### src/rtl/uart_pkg.sv
// -----------------------------------------------------------------------------
// uart_pkg
// Shared definitions for the UART receive and transmit control blocks:
// FSM state encoding, default baud divisor, frame shape constants and a
// small edge-detect helper.
// No ports (package).
// -----------------------------------------------------------------------------
package uart_pkg;

  // FSM state encoding, common to the RX and TX control paths
  localparam logic [1:0] ST_IDLE  = 2'd0;
  localparam logic [1:0] ST_START = 2'd1;
  localparam logic [1:0] ST_DATA  = 2'd2;
  localparam logic [1:0] ST_STOP  = 2'd3;

  typedef enum logic [1:0] {
    S_IDLE  = ST_IDLE,
    S_START = ST_START,
    S_DATA  = ST_DATA,
    S_STOP  = ST_STOP
  } uart_state_e;

  // 50 MHz system clock / 115200 baud
  localparam int DEFAULT_BPS_DIV = 434;

  // 8N1 frame shape
  localparam int DATA_BITS = 8;
  localparam int STOP_BITS = 1;
  localparam int BIT_IDX_W = $clog2(DATA_BITS);

  // High-to-low transition between the previous and the current line value
  function automatic logic is_fall(input logic prev_val, input logic cur_val);
    return prev_val & ~cur_val;
  endfunction

endpackage : uart_pkg

### src/rtl/rx_bps_module.sv
// -----------------------------------------------------------------------------
// rx_bps_module
// Baud counter for the UART receiver. Counts 0..BPS_DIV-1 while enabled and
// is held at 0 while disabled, so every frame starts with a clean phase.
//
// Ports:
//   CLK         in   system clock, rising edge
//   Rstn        in   asynchronous active-low reset
//   Count_En    in   1 = count, 0 = hold counter at 0
//   Sample_Sig  out  counter == HALF (bit centre)
//   Bit_End_Sig out  counter == BPS_DIV-1 (last cycle of a bit period)
// -----------------------------------------------------------------------------
module rx_bps_module
  import uart_pkg::*;
#(
  parameter int BPS_DIV = DEFAULT_BPS_DIV
) (
  input  logic CLK,
  input  logic Rstn,
  input  logic Count_En,
  output logic Sample_Sig,
  output logic Bit_End_Sig
);

  localparam int HALF  = BPS_DIV / 2;
  localparam int CNT_W = $clog2(BPS_DIV);

  localparam logic [CNT_W-1:0] HALF_C = CNT_W'(HALF);
  localparam logic [CNT_W-1:0] LAST_C = CNT_W'(BPS_DIV - 1);
  localparam logic [CNT_W-1:0] ONE_C  = CNT_W'(1);

  logic [CNT_W-1:0] r_count;

  // Free-running bit-period counter, cleared whenever counting is disabled
  always_ff @(posedge CLK or negedge Rstn) begin
    if (!Rstn) begin
      r_count <= '0;
    end else if (!Count_En) begin
      r_count <= '0;
    end else if (r_count == LAST_C) begin
      r_count <= '0;
    end else begin
      r_count <= r_count + ONE_C;
    end
  end

  assign Sample_Sig  = (r_count == HALF_C);
  assign Bit_End_Sig = (r_count == LAST_C);

endmodule : rx_bps_module

### src/rtl/uart_rx_control_module.sv
// -----------------------------------------------------------------------------
// uart_rx_control_module
// Receives 8N1 bytes (LSB first) from an asynchronous serial line. The line is
// synchronised, a start-bit falling edge launches the frame, every bit is
// sampled at its centre, and the stop bit decides between a done strobe (with
// RX_Data updated) and an error strobe (RX_Data untouched).
//
// Ports:
//   CLK          in   system clock, rising edge
//   Rstn         in   asynchronous active-low reset
//   RX_Pin_In    in   serial line, asynchronous, idle high
//   RX_En_Sig    in   receive enable; low aborts any frame in progress
//   RX_Data      out  last correctly framed byte
//   RX_Done_Sig  out  one-cycle pulse, RX_Data updated in the same cycle
//   RX_Err_Sig   out  one-cycle pulse on a framing error (stop bit 0)
// -----------------------------------------------------------------------------
module uart_rx_control_module
  import uart_pkg::*;
#(
  parameter int BPS_DIV = DEFAULT_BPS_DIV
) (
  input  logic                 CLK,
  input  logic                 Rstn,
  input  logic                 RX_Pin_In,
  input  logic                 RX_En_Sig,
  output logic [DATA_BITS-1:0] RX_Data,
  output logic                 RX_Done_Sig,
  output logic                 RX_Err_Sig
);

  localparam logic [BIT_IDX_W-1:0] LAST_IDX = BIT_IDX_W'(DATA_BITS - 1);
  localparam logic [BIT_IDX_W-1:0] IDX_ONE  = BIT_IDX_W'(1);

  // Line synchroniser and edge history
  logic r_sync1;
  logic r_sync2;
  logic r_hist;
  logic w_fall;

  // FSM
  uart_state_e r_state;
  uart_state_e w_state_nxt;

  // Baud strobes
  logic w_count_en;
  logic w_sample;
  logic w_unused_bit_end;

  // Datapath
  logic [BIT_IDX_W-1:0] r_bit_idx;
  logic [DATA_BITS-1:0] r_shift;
  logic                 w_shift_we;
  logic                 w_done_nxt;
  logic                 w_err_nxt;

  // The counter runs in every state except IDLE, so entering START always
  // finds it at 0 and the first sample lands HALF cycles after the edge.
  assign w_count_en = (r_state != S_IDLE);

  rx_bps_module #(
    .BPS_DIV (BPS_DIV)
  ) u_rx_bps (
    .CLK         (CLK),
    .Rstn        (Rstn),
    .Count_En    (w_count_en),
    .Sample_Sig  (w_sample),
    .Bit_End_Sig (w_unused_bit_end)
  );

  // Two-stage synchroniser plus history; history updates in every state so an
  // edge right after a mid-stop-bit return to IDLE is still seen.
  always_ff @(posedge CLK or negedge Rstn) begin
    if (!Rstn) begin
      r_sync1 <= 1'b1;
      r_sync2 <= 1'b1;
      r_hist  <= 1'b1;
    end else begin
      r_sync1 <= RX_Pin_In;
      r_sync2 <= r_sync1;
      r_hist  <= r_sync2;
    end
  end

  assign w_fall = is_fall(r_hist, r_sync2);

  // FSM state register
  always_ff @(posedge CLK or negedge Rstn) begin
    if (!Rstn) begin
      r_state <= S_IDLE;
    end else begin
      r_state <= w_state_nxt;
    end
  end

  // FSM next-state logic; dropping the enable aborts from any active state
  always_comb begin
    w_state_nxt = r_state;
    case (r_state)
      S_IDLE: begin
        if (w_fall && RX_En_Sig) begin
          w_state_nxt = S_START;
        end else begin
          w_state_nxt = S_IDLE;
        end
      end
      S_START: begin
        if (!RX_En_Sig) begin
          w_state_nxt = S_IDLE;
        end else if (w_sample) begin
          // Line back high at the start-bit centre: glitch, not a frame
          w_state_nxt = r_sync2 ? S_IDLE : S_DATA;
        end else begin
          w_state_nxt = S_START;
        end
      end
      S_DATA: begin
        if (!RX_En_Sig) begin
          w_state_nxt = S_IDLE;
        end else if (w_sample && (r_bit_idx == LAST_IDX)) begin
          w_state_nxt = S_STOP;
        end else begin
          w_state_nxt = S_DATA;
        end
      end
      S_STOP: begin
        // Leave at the stop-bit centre so a zero-gap next start is caught
        if (!RX_En_Sig) begin
          w_state_nxt = S_IDLE;
        end else if (w_sample) begin
          w_state_nxt = S_IDLE;
        end else begin
          w_state_nxt = S_STOP;
        end
      end
      default: begin
        w_state_nxt = S_IDLE;
      end
    endcase
  end

  // FSM output decode: shift strobe and next values of the result pulses
  always_comb begin
    w_shift_we = 1'b0;
    w_done_nxt = 1'b0;
    w_err_nxt  = 1'b0;
    if (RX_En_Sig && w_sample) begin
      case (r_state)
        S_DATA: begin
          w_shift_we = 1'b1;
        end
        S_STOP: begin
          if (r_sync2) begin
            w_done_nxt = 1'b1;
          end else begin
            w_err_nxt = 1'b1;
          end
        end
        default: begin
          w_shift_we = 1'b0;
        end
      endcase
    end else begin
      w_shift_we = 1'b0;
    end
  end

  // Bit index and shift register; index parks at 0 whenever the FSM is idle
  always_ff @(posedge CLK or negedge Rstn) begin
    if (!Rstn) begin
      r_bit_idx <= '0;
      r_shift   <= '0;
    end else if (r_state == S_IDLE) begin
      r_bit_idx <= '0;
    end else if (w_shift_we) begin
      r_shift[r_bit_idx] <= r_sync2;
      r_bit_idx          <= r_bit_idx + IDX_ONE;
    end else begin
      r_bit_idx <= r_bit_idx;
    end
  end

  // Registered outputs; RX_Data only changes together with a done pulse
  always_ff @(posedge CLK or negedge Rstn) begin
    if (!Rstn) begin
      RX_Data     <= '0;
      RX_Done_Sig <= 1'b0;
      RX_Err_Sig  <= 1'b0;
    end else begin
      RX_Done_Sig <= w_done_nxt;
      RX_Err_Sig  <= w_err_nxt;
      if (w_done_nxt) begin
        RX_Data <= r_shift;
      end else begin
        RX_Data <= RX_Data;
      end
    end
  end

endmodule : uart_rx_control_module

### config.mk
export PLATFORM = sky130hd
export DESIGN_NAME = uart_rx_control_module
export DESIGN_NICKNAME = d
export VERILOG_FILES = /design/src/rtl/uart_pkg.sv /design/src/rtl/rx_bps_module.sv /design/src/rtl/uart_rx_control_module.sv
export SDC_FILE = /design/constraint.sdc
export NUM_CORES = 1
export LEC_CHECK = 0
export BUFFER_PORTS_ARGS = -buffer_cell sky130_fd_sc_hd__buf_2
export CAP_MARGIN = 0
export CORE_ASPECT_RATIO = 1.4
export CORE_MARGIN = 4
export CORE_UTILIZATION = 60
export CTS_CLUSTER_SIZE = 12
export DETAILED_ROUTE_END_ITERATION = 8
export PLACE_DENSITY = 0.8
export SYNTH_ARGS = -nofsm -noshare
export SYNTH_HDL_FRONTEND = slang
export SYNTH_HIERARCHICAL = 1
export SYNTH_SLANG_ARGS = --single-unit
### constraint.sdc
create_clock -name CLK -period 5.1 [get_ports CLK]
set_input_delay 0.255 -clock CLK [delete_from_list [all_inputs] [get_ports CLK]]
set_output_delay 0.255 -clock CLK [all_outputs]
set_load 0.01 [all_outputs]
# --- Yosys cells after proc, flatten, opt, wreduce, memory -nomap -nowiden ---
# Cells that the tools add are included.
# Widths: inputs -> output; s select.
classes:
  n_eq_ne: 6
  order_cmp: 2
  n_bitwise: 3
  mux: 24
  n_addsub: 2
  reduce_logical: 8
ops:
  columns: ["operator", "count"]
  rows:
  - ["$mux 9", 2]
  - ["$mux 2", 6]
  - ["$mux 1", 11]
  - ["$add 9x1->9 const B", 1]
  - ["$eq 9x8->1 const B", 1]
  - ["$eq 9x9->1 const B", 1]
  - ["$bwmux 8", 1]
  - ["$pmux 2 s4", 1]
  - ["$mux 3", 2]
  - ["$eq 2x2->1 const B", 2]
  - ["$logic_and 1x1->1", 4]
  - ["$lt 3x4->1 const B", 1]
  - ["$reduce_bool 2->1", 2]
  - ["$add 3x1->3 const B", 1]
  - ["$demux 1 s3", 1]
  - ["$eq 3x3->1 const B", 1]
  - ["$ge 3x1->1 const B", 1]
  - ["$eq 2x1->1 const B", 1]
  - ["$logic_not 2->1", 1]
  - ["$not 1->1", 2]
  - ["$reduce_and 2->1", 1]
  - ["$and 1x1->1", 1]
word_totals:
  elab_cells: 55
  inputBits: 4
  ff_bits: 35
  output_inout_bits: 10

# --- Depth between registers and ports, before layout ---
depth:
  word_depth: 5
  depth_mapped: 8
  mapped_depth_nobuf: 7

# --- By module ---
# The synthesis kept the hierarchy.
by_module_without_submodules:
  columns: ["mod", "seq_area_each_um2", "area_per_inst_um2", "cells_per_inst", "instances"]
  rows:
  - ["uart_rx_control_module", 654.4, 1162.4, 83, 1]
  - ["rx_bps_module", 225.2, 449.2, 44, 1]

# --- Least setup slack after synthesis ---
# No wires, ideal clock.
synth_timing:
  path_type: "flip-flop to flip-flop"
  start: "register u_rx_bps.r_count[1]"
  end: "register r_shift[2]"
  setup_slack_ns: 2.679
  t_arrival_ns: 2.297
  required_time_ns: 4.975
  stages_incl_launch_ff: 8
  path_buffers: 0
  setup_time_ns: 0.125
  period_less_slack_ns: 2.421
  path_cell_list: "dfrtp_1 inv_1 ha_1 nand3b_1 nor4_1 nand4b_4 nor4b_1 mux2_2"
synth_between:
  elab_chain_len: 4
synth_rtl:
  columns: ["item", "line", "source"]
  rows:
  - ["start, declared", "rx_bps_module.sv:32", "logic [CNT_W-1:0] r_count;"]
  - ["start signal, assigned", "rx_bps_module.sv:43", "r_count <= r_count + ONE_C;"]
  - ["$eq 9x8->1", "rx_bps_module.sv:47", "assign Sample_Sig = (r_count == HALF_C);"]
  - ["named net w_sample", "uart_rx_control_module.sv:46", "logic w_sample;"]
  - ["$logic_and 1x1->1", "uart_rx_control_module.sv:146", "if (RX_En_Sig && w_sample) begin"]
  - ["$mux 1", "uart_rx_control_module.sv:146", null]
  - ["$reduce_and 2->1 (no source line)", null, null]
  - ["end signal, assigned by index", "uart_rx_control_module.sv:175", "r_shift[r_bit_idx] <= r_sync2;"]
  - ["end, declared", "uart_rx_control_module.sv:51", "logic [DATA_BITS-1:0] r_shift;"]
# The timed path passes the listed nets, and every way through them passes these cells.
# A chain may end at the register's enable or synchronous reset.

# --- Final worst setup path ---
layout_timing:
  start: "register u_rx_bps.r_count[1]"
  end: "register RX_Data[0]"
layout_between:
  elab_chain_len: 3
layout_rtl:
  columns: ["item", "line", "source"]
  rows:
  - ["$eq 9x8->1", "rx_bps_module.sv:47", null]
  - ["named net w_sample", "uart_rx_control_module.sv:46", null]
  - ["$logic_and 1x1->1", "uart_rx_control_module.sv:146", null]
  - ["$mux 1", "uart_rx_control_module.sv:146", null]
  - ["end signal, assigned", "uart_rx_control_module.sv:192", "RX_Data <= r_shift;"]
  - ["end signal, assigned", "uart_rx_control_module.sv:194", "RX_Data <= RX_Data;"]
  - ["end, declared", "uart_rx_control_module.sv:26", "output logic [DATA_BITS-1:0] RX_Data,"]
# The timed path passes the listed nets, and every way through them passes these cells.

==> impl_metrics.csv <==
group,metric,value,unit
sta,max_freq,0.361,GHz
sta,slew_violations,0,
layout,antennaDiodeCount,0,
drt,drtIter0Drc,17,
setup_path,slowest_delay,880,ps
drt,wirelength,2660,um
sta,min_period,2770,ps
placement,place_congestion,0.782,
clock_tree,cts_buffer_depth,2,
global_route,overflow,0,
pwr,ir_drop,293,uV
setup_path,critPathTopFamily,"simple AND/OR/NAND/NOR gates",
flow_run,cap_violations,0,
die,initial_core_util,65.0,%
min_path,min_path_cells,2,
outcome,status,"finished, final reports clean",
setup_path,r2r_slack,2330,ps
global_route,grt.met2_usage,30.2,%
setup_path,crit_path_end_kind,"flop",
drt,postRouteAntennaNets,0,
setup_path,criticalPathCategory,"reg -> reg",
min_path,hold_path_end,"r_state[0]",
setup_path,cp_max_fo,9,
clock_tree,htree_levels,2,
die,core_area,2470,um2
pwr,power.leakage,0.911,nW
setup_path,cp_num_buf_inv,1,
sta,rsz0062_at_grt,"false",
global_route,use_met3,4.09,%
global_route,grt_max_degree,36,
setup_path,cp.arrival,3000,ps
clock_tree,insertion_delay,340,ps
global_route,grtUsageTotal,17.6,%
global_route,grt_pass1_vias,1031,
drt,drtPass1Iterations,4,
die,die_h,69.2,um
layout,fillers,198,
clock_tree,cts_setup_buffers,0,
setup_path,critical_path.slowest_cell,"nor4_1",
global_route,grt_antenna_before_repair,0,
global_route,grt_pass1_wl,4680,um
setup_path,reg2reg_depth,7,
drt,vias,988,
sta,setup_violations,0,
sta,fin_skew,11.3,ps
sta,final.setup.tns,0,ps
drt,wire_per_inst,15.1,um
die,dieArea,3580,um2
min_path,hold_path.class,"in -> reg",
min_path,min_from,"RX_En_Sig",
die,io_pins,14,
setup_path,r2r_end,"RX_Data[0]",
clock_tree,cts_tree,"yes",
yosys,synth.avg_cell_area,12.8,um2
layout,final_common_cell,"dfrtp_1",
clock_tree,clk_pin_slew,110,ps
layout,final_cell_area,1790,um2
global_route,met1_usage,19.1,%
layout,final_nets,149,
yosys,synth_warnings,6,
setup_path,critPathLaunch,"u_rx_bps/r_count[1]",
sta,hold_viol_final,0,
layout,area_delta_synth_final,11.7,%
layout,layout.cells.most_common_list,"32 x dfrtp_1, 13 x buf_2, 9 x mux2_2, 8 x nor2_1, 8 x mux2_4",
placement,dp_hpwl,1930,um
pwr,p_per_area,301,nW/um2
drt,vias_per_cell,5.61,
drt,drc,0,
global_route,grt-busiest-layer,"met2",
die,rows,21,
die,die_x,51.7,um
yosys,syn_inst,126,
sta,tightest_slew,1060,ps
yosys,synthesis.nets,134,
setup_path,cp-start-kind,"flop",
sta,relSlewSlack,29.0,%
setup_path,r2r-start,"u_rx_bps/r_count[1]",
yosys,synth_area,1610,um2
setup_path,path_cells,"inv_1 -> ha_1 -> nand3b_1 -> nor4_1 -> nand4_1 -> or2_1 -> mux2_4",
placement,port-buffer-count,13,
layout,drive_above_1_share,31.0,%
placement,place_area,1670,um2
sta,finalCritPeriodShare,54.3,%
clock_tree,cts_root_buffer,"clkbuf_4",
clock_tree,clock_sinks,35,
setup_path,worstPathRequired,5320,ps
clock_tree,cts_made_buffers,5,
## what timing repair did
item                                    4_1_cts  5_1_grt
gates resized for setup                       0        0
endpoints found under the setup margin        0        0
hold buffers                                  2        0
hold endpoints to repair                     23        0
## through the flow
stage          instances  utilization, %  total power [mW]  worst slack, ps  hold WS (ps)
3_5_place_dp         166            67.7             0.304             2370           351
4_1_cts              176            72.6             0.548             2320           218
3_3_place_gp         166            67.7             0.303             2490           346
6_report             176            72.6             0.540             2330           232
2_1_floorplan        126               -             0.295             2700         -40.6
5_1_grt              176            72.6             0.562             2140           225
## report_power, final
group	internal [mW]	switching, mW	total [mW]
combinational	0.00539	0.00948	0.0149
sequential	0.281	0.00344	0.284
clock	0.153	0.0881	0.241
## per-layer routing
| layer | share of wire [%] | up-vias |
|---|---|---|
| met3 | 3.5 | 7 |
| li1 | - | 484 |
| met5 | 0 | - |
| met4 | 2.7 | 0 |
| met2 | 53 | 18 |
| met1 | 40 | 479 |
## state kept, by name, indices dropped and copies added, names as in the netlist, 2 cells and up
signal and count:
u_rx_bps/r_count 9, RX_Data 8, r_shift 8, r_bit_idx 3, r_state 2
## worst reg2reg max path, stage by stage (launching register included)
cell	delay, ps
dfrtp_1	410
inv_1	60
ha_1	130
nand3b_1	130
nor4_1	880
nand4_1	210
or2_1	460
mux2_4	370
## layout make-up
cell class	count	area (um2)	share of cell area, %
Sequential cell	35	880	49.0
Multi-Input combinational cell	81	674	37.6
Timing Repair Buffer	15	85.1	4.74
Clock inverter	2	60.1	3.35
Tap cell	34	42.5	2.37
Clock buffer	6	41.3	2.30
Inverter	3	11.3	0.628
## worst max-delay path by stage
stage / to / slack, ps / cells after the start
after floorplan: r_shift[2] / 2700 / 7
after global placement: RX_Data[2] / 2490 / 7
after detailed placement: RX_Data[1] / 2370 / 7
after CTS: RX_Data[1] / 2320 / 7
after global routing: RX_Data[1] / 2140 / 7
final: RX_Data[0] / 2330 / 7
Note: power is estimated with default switching activity, not from simulation.
